<file path="src/rtl/clock_pkg.sv">
// rtl/clock_pkg.sv - mode encodings, FSM state type and defaults shared by the mode controller.
package clock_pkg;

  localparam logic [1:0] MODE_CLOCK     = 2'd0;
  localparam logic [1:0] MODE_ALARM     = 2'd1;
  localparam logic [1:0] MODE_STOPWATCH = 2'd2;

  localparam int DEFAULT_ACK_TIMEOUT = 15;

  typedef enum logic [1:0] {
    ST_ACTIVE  = 2'd0,
    ST_PENDING = 2'd1,
    ST_RELEASE = 2'd2
  } state_t;

  function automatic logic [1:0] next_mode(input logic [1:0] mode);
    return (mode == MODE_STOPWATCH) ? MODE_CLOCK : mode + 2'd1;
  endfunction

  // Enable vector order is {stop_watch, alarm, clock}.
  function automatic logic [2:0] mode_onehot(input logic [1:0] mode);
    logic [2:0] grant;
    case (mode)
      MODE_CLOCK:     grant = 3'b001;
      MODE_ALARM:     grant = 3'b010;
      MODE_STOPWATCH: grant = 3'b100;
      default:        grant = 3'b000;
    endcase
    return grant;
  endfunction

endpackage

</file>
<file path="src/rtl/ack_timer.sv">
// rtl/ack_timer.sv - saturating wait counter; done flags the enabled cycle whose increment reaches LIMIT.
module ack_timer #(
  parameter int LIMIT = 15
) (
  input  logic clk,
  input  logic rst,
  input  logic clear,
  input  logic enable,
  output logic done
);

  localparam int W = (LIMIT < 1) ? 1 : $clog2(LIMIT + 1);
  localparam logic [W-1:0] LIMIT_W = W'(LIMIT);
  localparam logic [W:0]   LIMIT_X = (W+1)'(LIMIT);

  logic [W-1:0] count;
  logic [W:0]   count_inc;
  logic         saturated;

  assign count_inc = {1'b0, count} + {{W{1'b0}}, 1'b1};
  assign saturated = (count == LIMIT_W);
  assign done      = enable && (count_inc >= LIMIT_X);

  always_ff @(posedge clk) begin
    if (rst || clear) begin
      count <= '0;
    end else if (enable && !saturated) begin
      count <= count_inc[W-1:0];
    end
  end

endmodule

</file>
<file path="src/rtl/mode_controller.sv">
// rtl/mode_controller.sv - grants one of clock/alarm/stop_watch at a time and mirrors its display fields.
module mode_controller
  import clock_pkg::*;
#(
  parameter int ACK_TIMEOUT = DEFAULT_ACK_TIMEOUT
) (
  input  logic       clk,
  input  logic       rst,
  input  logic       sel_button,
  input  logic       clock_ack,
  input  logic       alarm_ack,
  input  logic       stop_watch_ack_flag,
  input  logic [5:0] clock_hi,
  input  logic [5:0] clock_lo,
  input  logic [5:0] alarm_hi,
  input  logic [5:0] alarm_lo,
  input  logic [5:0] sw_minutes,
  input  logic [5:0] sw_seconds,
  output logic       clock_en,
  output logic       alarm_en,
  output logic       stop_watch_en,
  output logic [5:0] disp_hi,
  output logic [5:0] disp_lo,
  output logic [1:0] active_mode,
  output logic       timeout_flag
);

  state_t     state_q, state_d;
  logic [1:0] mode_q, mode_d;
  logic [2:0] en_q, en_d;
  logic [5:0] hi_q, hi_d;
  logic [5:0] lo_q, lo_d;
  logic       flag_q, flag_d;

  logic       active_ack;
  logic [5:0] field_hi;
  logic [5:0] field_lo;
  logic       timer_done;

  ack_timer #(
    .LIMIT (ACK_TIMEOUT)
  ) u_ack_timer (
    .clk    (clk),
    .rst    (rst),
    .clear  (state_q == ST_ACTIVE),
    .enable (state_q == ST_PENDING),
    .done   (timer_done)
  );

  always_comb begin
    active_ack = 1'b0;
    field_hi   = 6'd0;
    field_lo   = 6'd0;
    case (mode_q)
      MODE_CLOCK: begin
        active_ack = clock_ack;
        field_hi   = clock_hi;
        field_lo   = clock_lo;
      end
      MODE_ALARM: begin
        active_ack = alarm_ack;
        field_hi   = alarm_hi;
        field_lo   = alarm_lo;
      end
      MODE_STOPWATCH: begin
        active_ack = stop_watch_ack_flag;
        field_hi   = sw_minutes;
        field_lo   = sw_seconds;
      end
      default: ;
    endcase
  end

  always_comb begin
    state_d = state_q;
    mode_d  = mode_q;
    en_d    = en_q;
    hi_d    = hi_q;
    lo_d    = lo_q;
    flag_d  = 1'b0;
    case (state_q)
      ST_ACTIVE: begin
        en_d = mode_onehot(mode_q);
        // The display follows the client only once its grant is already visible.
        if (|en_q) begin
          hi_d = field_hi;
          lo_d = field_lo;
        end
        if (sel_button) begin
          if (active_ack) begin
            state_d = ST_RELEASE;
            en_d    = 3'b000;
          end else begin
            state_d = ST_PENDING;
          end
        end
      end
      ST_PENDING: begin
        hi_d = field_hi;
        lo_d = field_lo;
        if (active_ack) begin
          state_d = ST_RELEASE;
          en_d    = 3'b000;
        end else if (timer_done) begin
          state_d = ST_RELEASE;
          en_d    = 3'b000;
          flag_d  = 1'b1;
        end
      end
      ST_RELEASE: begin
        mode_d  = next_mode(mode_q);
        en_d    = mode_onehot(mode_d);
        state_d = ST_ACTIVE;
      end
      default: begin
        state_d = ST_ACTIVE;
        en_d    = 3'b000;
      end
    endcase
  end

  always_ff @(posedge clk) begin
    if (rst) begin
      state_q <= ST_ACTIVE;
      mode_q  <= MODE_CLOCK;
      en_q    <= 3'b000;
      hi_q    <= 6'd0;
      lo_q    <= 6'd0;
      flag_q  <= 1'b0;
    end else begin
      state_q <= state_d;
      mode_q  <= mode_d;
      en_q    <= en_d;
      hi_q    <= hi_d;
      lo_q    <= lo_d;
      flag_q  <= flag_d;
    end
  end

  assign clock_en      = en_q[0];
  assign alarm_en      = en_q[1];
  assign stop_watch_en = en_q[2];
  assign disp_hi       = hi_q;
  assign disp_lo       = lo_q;
  assign active_mode   = mode_q;
  assign timeout_flag  = flag_q;

endmodule

</file>
<file path="config.mk">
export PLATFORM = sky130hd
export DESIGN_NAME = mode_controller
export DESIGN_NICKNAME = d
export VERILOG_FILES = /design/src/rtl/clock_pkg.sv /design/src/rtl/ack_timer.sv /design/src/rtl/mode_controller.sv
export SDC_FILE = /design/constraint.sdc
export NUM_CORES = 1
export LEC_CHECK = 0
export ABC_AREA = 0
export BUFFER_PORTS_ARGS = -buffer_cell sky130_fd_sc_hd__buf_2
export CORE_MARGIN = 2
export CORE_UTILIZATION = 43
export DETAILED_ROUTE_END_ITERATION = 16
export MAX_ROUTING_LAYER = met4
export PLACE_DENSITY = 0.73
export REMOVE_ABC_BUFFERS = 1
export SYNTH_ARGS = -nofsm -noshare
export SYNTH_HDL_FRONTEND = slang
export SYNTH_HIERARCHICAL = 1
export SYNTH_SLANG_ARGS = --single-unit
export TNS_END_PERCENT = 20
</file>
<file path="constraint.sdc">
create_clock -name clk -period 4.1 [get_ports clk]
set_clock_uncertainty 0.15 [all_clocks]
set_input_delay 0.205 -clock clk [delete_from_list [all_inputs] [get_ports clk]]
set_output_delay 0.205 -clock clk [all_outputs]
set_load 0.01 [all_outputs]
</file>
# [After elaboration in Yosys (flattened, before gate mapping)]
# Cells that the tools add are included.
[op_classes] multipliers=0 n_lt_le_gt_ge=1 add_sub_neg=2 bitwise_logic=1 n_shift=0 n_reduce_logical=12 div=0 muxes=21 n_eq_ne=10
[ops] cell="6-bit case mux with 3 select lines" n=2
[ops] cell="3-bit case mux with 3 select lines" n=3
[ops] cell="6-bit case mux with 2 select lines" n=2
[ops] cell="3-bit two-way mux" n=4
[ops] cell="6-bit two-way mux" n=2
[ops] cell="2-bit two-way mux" n=5
[ops] cell="2-bit by 1-bit equality test with 1-bit output, second input constant" n=3
[ops] cell="2-bit equality test, second input constant" n=3
[ops] cell="2-bit zero test" n=3
[ops] cell="3-bit OR reduction" n=2
[ops] cell="4-bit by 1-bit adder with 5-bit output, second input constant" n=1
[ops] cell="5-bit by 4-bit >= comparator with 1-bit output, second input constant" n=1
[ops] cell="4-bit equality test, second input constant" n=1
[ops] cell="2-bit inequality test, second input constant" n=2
[ops] cell="2-bit case mux with 2 select lines" n=1
[ops] cell="2-bit AND reduction" n=2
[ops] cell="3-bit inequality test, second input constant" n=1
[ops] cell="1-bit case mux with 3 select lines" n=1
[ops] cell="2-bit by 1-bit adder with 2-bit output, second input constant" n=1
[ops] cell="1-bit logical AND" n=2
[ops] cell="2-bit nonzero test" n=1
[ops] cell="1-bit zero test" n=1
[ops] cell="1-bit logical OR" n=1
[ops] cell="1-bit two-way mux" n=1
[ops] cell="1-bit inverter" n=1
[word_totals] regBits=24 latch_bits=0 output_inout_bits=18 mem_count=0 ram_bits=0 word_cells=54 inputBits=42 rom_bits=0

# [Longest topological paths before layout]
# Gate-level depths: netlist of run 1.
[logic_depth] depth_word=6 mapped_depth=8 ltp_nobuf=8

# [By module]
# The synthesis of run 1 kept the hierarchy.
[by_module_without_submodules] module="mode_controller" seq_area_each_um2=400.4 cells_each=121 area_each_um2=1141.1 n_inst=1
[by_module_without_submodules] module="ack_timer" seq_area_each_um2=80.1 cells_each=26 area_each_um2=250.2 n_inst=1

# [Worst setup path after synthesis of run 1]
# OpenSTA, ideal clock, no wires.
[synth_path] path_type="reg-to-reg" startpoint="register u_ack_timer.count[0]" endpoint="register en_q[0]" required_ps=3858 period_less_slack_ps=1973 slack_ps=2127 n_path_buf=0 arrival_ps=1730 setup_ps=92 path_stages_with_launch=9 cell_sequence="dfxtp_1 > inv_1 > ha_1 > o21bai_1 > o2111ai_1 > o21ai_0 > nor3b_1 > o211ai_1 > o32ai_1"
[synth_between] elab_chain_len=4
[synth_lines] item="from (decl)" line="ack_timer.sv:16" source="logic [W-1:0] count;"
[synth_lines] item="from (signal assigned)" line="ack_timer.sv:28" source="count <= count_inc[W-1:0];"
[synth_lines] item="4-bit by 1-bit adder with 5-bit output" line="ack_timer.sv:20" source="assign count_inc = {1'b0, count} + {{W{1'b0}}, 1'b1};"
[synth_lines] item="via u_ack_timer.count_inc[0]" line="ack_timer.sv:17" source="logic [W:0] count_inc;"
[synth_lines] item="5-bit by 4-bit >= comparator with 1-bit output" line="ack_timer.sv:22" source="assign done = enable && (count_inc >= LIMIT_X);"
[synth_lines] item="1-bit logical AND" line="ack_timer.sv:22"
[synth_lines] item="via timer_done" line="mode_controller.sv:38" source="logic timer_done;"
[synth_lines] item="3-bit inequality test (no source line)"
[synth_lines] item="to (signal assigned)" line="mode_controller.sv:133" source="en_q <= en_d;"
[synth_lines] item="to (decl)" line="mode_controller.sv:30" source="logic [2:0] en_q, en_d;"
# The timed path passes the listed nets, and every way through them passes these cells.
# A chain may end at the register's enable or synchronous reset.

# [Final worst setup path of run 1]
# Ends and elaborated chain as after synthesis.

==> run metrics, run 1 <==
final wirelength approximately 3.3 mm; # DRC 0; crit-path max FO 4; final worst setup slack about 1.8 ns; DP Worst Slack between 1.5 and 2 ns; Worst EP arrival between 2 and 2.5 ns; minimum clock period around 2.3 ns; Final Hold Fails 0; vias in the first global route ~1300; Starting DRT DRC Count 40; synthesized cell area about 1400 um2; worst slew pin tran 1.00 ns; clock buffer depth 2; fmax approximately 0.44 GHz; part of the cycle the worst path needs 0.553; synthesized instance count about 150; # setup viols final 0; #FFs+latches synth 24; cts hold-fix bufs 0; PortBufs 59; post-CTS setup buffer count 0; Register-to-Register Path Depth 8; count of cell types in the netlist 39; pwr dens ~320 nW/um2; Crit. End Element register; count of pins over their slew limit 0; VDD IR max ~0.15 mV; reg2reg setup slack ~1.8 ns; Crit Path Category reg -> reg; n_diodes 0; H-tree depth 1; Reg clk slew, reported paths 0.12 ns; Post-DP HPWL around 2.5 mm; Detail Route Antenna Nets 0; EDFF count, synth 0; CP required 4.18 ns; dominant cells by area after synthesis dfxtp_1 35%, mux2i_1 11%, a211oi_2 9.0%, a2bb2oi_1 7.6%, a21oi_1 6.5%; CTS root buf clkbuf_4; synthesis-to-finish area growth 22.8%; Initial Util 0.452; RSZ-0062 raised after global routing false; dominant cell type by area after synthesis dfxtp_1; maxcap violations 0; WHS Path Cells 3; first-pass GRT wire length 5.19 mm; largest net degree at the start of global routing 26; NumNets Final 243; commonest non-fill, non-tap cell in the layout buf_2; outcome complete, no violations; WL/cell 13.6 um; Total GRT Usage 0.189; Core Rows 20; die area around 3700 um2; WHS between 0.05 and 0.06 ns; share of the synthesized area in the top cell type 0.345; layout cell share with drive strength beyond 1 0.406; Lkg Pwr approximately 0.71 nW; Via Count roughly 1300; die span in x roughly 61 um; Synth warnings 6; worst skew pair latency 0.31 ns; Avg Inst Size Synth about 9.5 um2; IO Count 60; RePlAce Congestion 0.800; setup TNS 0 ns; fraction of registers with async set/reset 0; gr ovfl total 0; post-synthesis sequential area ratio 0.345; Relative slew margins 0.331; Num CTS Buffers 3; core area 3080 um2; most frequent cells in the layout 59 x buf_2, 24 x dfxtp_1, 18 x a21oi_1, 15 x mux2i_1, 12 x a2bb2oi_1; Die Ht around 61 um; drt pass-1 iters 4; Top FF cell, synth dfxtp_1; PnR Total Power 0.548 mW; worst hold path type in -> reg; CTS Sinks 24; startpoint types register; post_cts resized 0; Vias/cell ~5.6; initial antenna violation count 0; TritonCTS clock tree yes
state kept, by name, summed over array words and instances (netlist names):
| signal | cells |
|---|---|
| disp_hi | 6 |
| active_mode | 2 |
| u_ack_timer/count | 4 |
| timeout_flag | 1 |
| state_q | 2 |
| en_q | 3 |
| disp_lo | 6 |
path summary, 6_finish.rpt:
kind	to	from
worst max-delay path	en_q[0]	u_ack_timer/count[0]
worst max register to register	en_q[0]	u_ack_timer/count[0]
worst min register to register	en_q[2]	en_q[2]
worst min-delay path	state_q[0]	sel_button
worst max-delay path, stage by stage, from the launching register on:
cell and delay, ns:
dfxtp_1 0.41, inv_1 0.10, ha_1 0.31, o21bai_1 0.08, o2111ai_1 0.17, o21ai_0 0.17, nor3b_1 0.36, o211ai_1 0.18
o32ai_1 0.26
synth_stat cells, types with 3 or more instances:
library cell and n:
mux2i_1 15, a211oi_2 10, dfxtp_1 24, o32ai_1 3, a21oi_1 18, a2bb2oi_1 12
nor2b_1 5, nand2_1 3, inv_1 5, clkbuf_1 9, nor2_1 8
per-stage QoR:
step	area, um2	cells	util
after detailed placement	1690	238	0.548
after floorplan	1340	135	-
final	1710	241	0.555
after global routing	1710	241	0.555
after CTS	1710	241	0.555
after global placement	1690	238	0.548
power breakdown:
group | internal, mW | leakage (nW) | switching, mW
combinational | 0.0823 | 0.495 | 0.0859
clock | 0.0343 | 0.0138 | 0.0671
sequential | 0.257 | 0.197 | 0.0208
total | 0.374 | 0.706 | 0.174
layer usage:
metal	GRT usage	wire, um	vias to the layer above
met5	-	0	-
met4	0.0497	28	0
met3	0.0320	276	4
met2	0.347	1550	54
met1	0.210	1420	621
li1	-	-	659
cells by family (layout without fill, tap and decap cells):
| group | count (synthesis) | count (layout) | synth area share |
|---|---|---|---|
| DFF | 24 | 24 | 0.345 |
| AOI/OAI and AO/OA | 59 | 59 | 0.341 |
| muxes | 15 | 15 | 0.108 |
| xor gates and xnor gates | 1 | 1 | 0.00630 |
| buffers and inverters | 17 | 67 | 0.0531 |
| adders and majority gates | 2 | 2 | 0.0180 |
| and+or+nand+nor | 29 | 29 | 0.129 |
cell type report:
type	instances	area (um2)
Multi-Input combinational cell	106	837
Sequential cell	24	480
Inverter	5	18.8
Clock buffer	3	22.5
Tap cell	44	55.1
Fill cell	300	1370
Timing Repair Buffer	59	295
(Power assumes the default switching activity.)
==> inputs of run 2 (changes only) <==
Clock period 4.1 ns to 2.2 ns, I/O delays scaled along.
==> run 2 against run 1 <==
Global-route usage fell by 0.35 points. Worst setup slack got worse by 1.7 ns. Cell count rose by 3.7%. Critical path depth did not move. Non-clock buffer count rose by 9. Flip-flop and latch count did not move. Critical endpoint is now en_q[2]. Fmax rose by 10%.
==> run metrics, run 2 (same netlist as run 1, synthesis figures left out) <==
Core Rows 20; core area between 3000 and 4000 um2; startpoint types register; die span in x 60.9 um; VDD IR max roughly 0.29 mV; Max Used Layer met4; n_diodes 0; Post-DP HPWL 2.41 mm; CTS Sinks 24; layout cell share with drive strength beyond 1 0.442; WL/cell 13.4 um; Num CTS Buffers 3; die area around 3700 um2; fill cell count between 200 and 300; Lkg Pwr 0.758 nW; area occupied by multi-input gates 872 um2; Worst EP arrival around 2.1 ns; final wirelength around 3.4 mm; reg2reg setup slack between 0.1 and 0.15 ns; fmax 0.486 GHz; Crit path max-delay family compound AO/OA/AOI/OAI gates; WHS ~0.016 ns; most frequent cells in the layout 59 x buf_2, 23 x dfxtp_1, 18 x a21oi_1, 15 x mux2i_1, 12 x a2bb2oi_1; minimum clock period about 2.1 ns; NumNets Final 252; worst hold path type in -> reg; part of the cycle the worst path needs 0.935; CP Cell Sequence inv_1, ha_4, o21bai_1, o2111ai_2, o21ai_2, nor3b_2, o211ai_1, o32ai_1; critical path's largest stage delay about 0.34 ns; Metal-1 WL between 1 and 1.5 mm; crit-path max FO 3; # setup viols final 0; Vias/cell ~5.5; Relative slew margins 0.389; Crit. End Element register; Via Count 1370; Crit path buffers/inverters 1; Reg clk slew, reported paths ~0.12 ns; worst skew pair latency roughly 0.3 ns; maxcap violations 0; first-pass GRT wire length 5.15 mm; wire length on met3 between 200 and 300 um; Detail Route Antenna Nets 0; TritonCTS clock tree yes; CP max-delay cell dfxtp_2; worst slew pin tran between 0.9 and 1 ns; RePlAce Congestion 0.898; largest net degree at the start of global routing 25; synthesis-to-finish area growth 31.0%; Die Ht between 60 and 70 um; Starting DRT DRC Count 80; Total GRT Usage 0.186; IO Count 60; drt pass-1 iters 4; Final Hold Fails 0; clock buffer depth 2; Crit Path Category reg -> reg; setup TNS 0 ns; CTS root buf clkbuf_4; # DRC 0; H-tree depth 1; Reg area 482 um2; met2 wire length between 1.5 and 2 mm; count of pins over their slew limit 0; vias in the first global route about 1300; outcome complete, no violations; CP required between 2 and 2.5 ns; initial antenna violation count 0; gr ovfl total 0; Initial Util 0.452; pwr dens about 560 nW/um2; commonest non-fill, non-tap cell in the layout buf_2; PortBufs 59
[run 2: changes by cell type in the layout (fill, tap and decap cells not counted), sizes merged]
cell         before  now
buf              59   64
dlygate4sd3       0    4
[run 2: worst paths after layout]
path	from	end	depth (start not counted)
worst max-delay path	u_ack_timer/count[0]	en_q[2]	8
worst max register to register	u_ack_timer/count[0]	en_q[2]	8
worst min-delay path	sw_seconds[2]	disp_lo[2]	3
worst min register to register	en_q[2]	en_q[2]	2
[run 2: stage by stage]
stage               setup slack [ns]  std cells  total power, mW  instance area (um2)  utilization
floorplan                      0.221        135            0.723                 1340            -
global placement               0.172        242            0.834                 1720        0.558
detailed placement             0.112        242            0.846                 1720        0.558
CTS                           0.0680        248             1.03                 1770        0.575
global route                 -0.0389        250             1.09                 1820        0.592
finish                         0.142        250             1.03                 1820        0.592
[run 2: per-layer routing]
layer  up-vias  GRT usage
met5         -          -
met4         0     0.0590
met3         4     0.0299
met2        65      0.329
met1       624      0.213
li1        677          -
[run 2: what timing repair did]
item                       4_1_cts  5_1_grt
hold buffers                     3        1
hold endpoints to repair         3        1
buffers inserted                 0        1
setup endpoints to repair        0        2
gates resized for setup          0        7
[run 2: area by class of cell]
cell class | instances | share of cell area
clock buffer | 3 | 0.0124
inverter | 5 | 0.0103
multi-input combinational | 106 | 0.478
sequential | 24 | 0.264
tap | 44 | 0.0302
timing repair buffer | 68 | 0.205
[run 2: where the power goes]
| group | switching (mW) | total (mW) | leakage [nW] | internal [mW] |
|---|---|---|---|---|
| logic | 0.172 | 0.336 | 0.547 | 0.164 |
| registers | 0.0301 | 0.509 | 0.197 | 0.479 |
| clock network | 0.119 | 0.183 | 0.0138 | 0.0638 |
| total | 0.321 | 1.03 | 0.758 | 0.707 |
[run 2: worst min-delay path: stages]
cell and delay, ns:
buf_2 0.07, a2bb2oi_1 0.06, a211oi_2 0.19
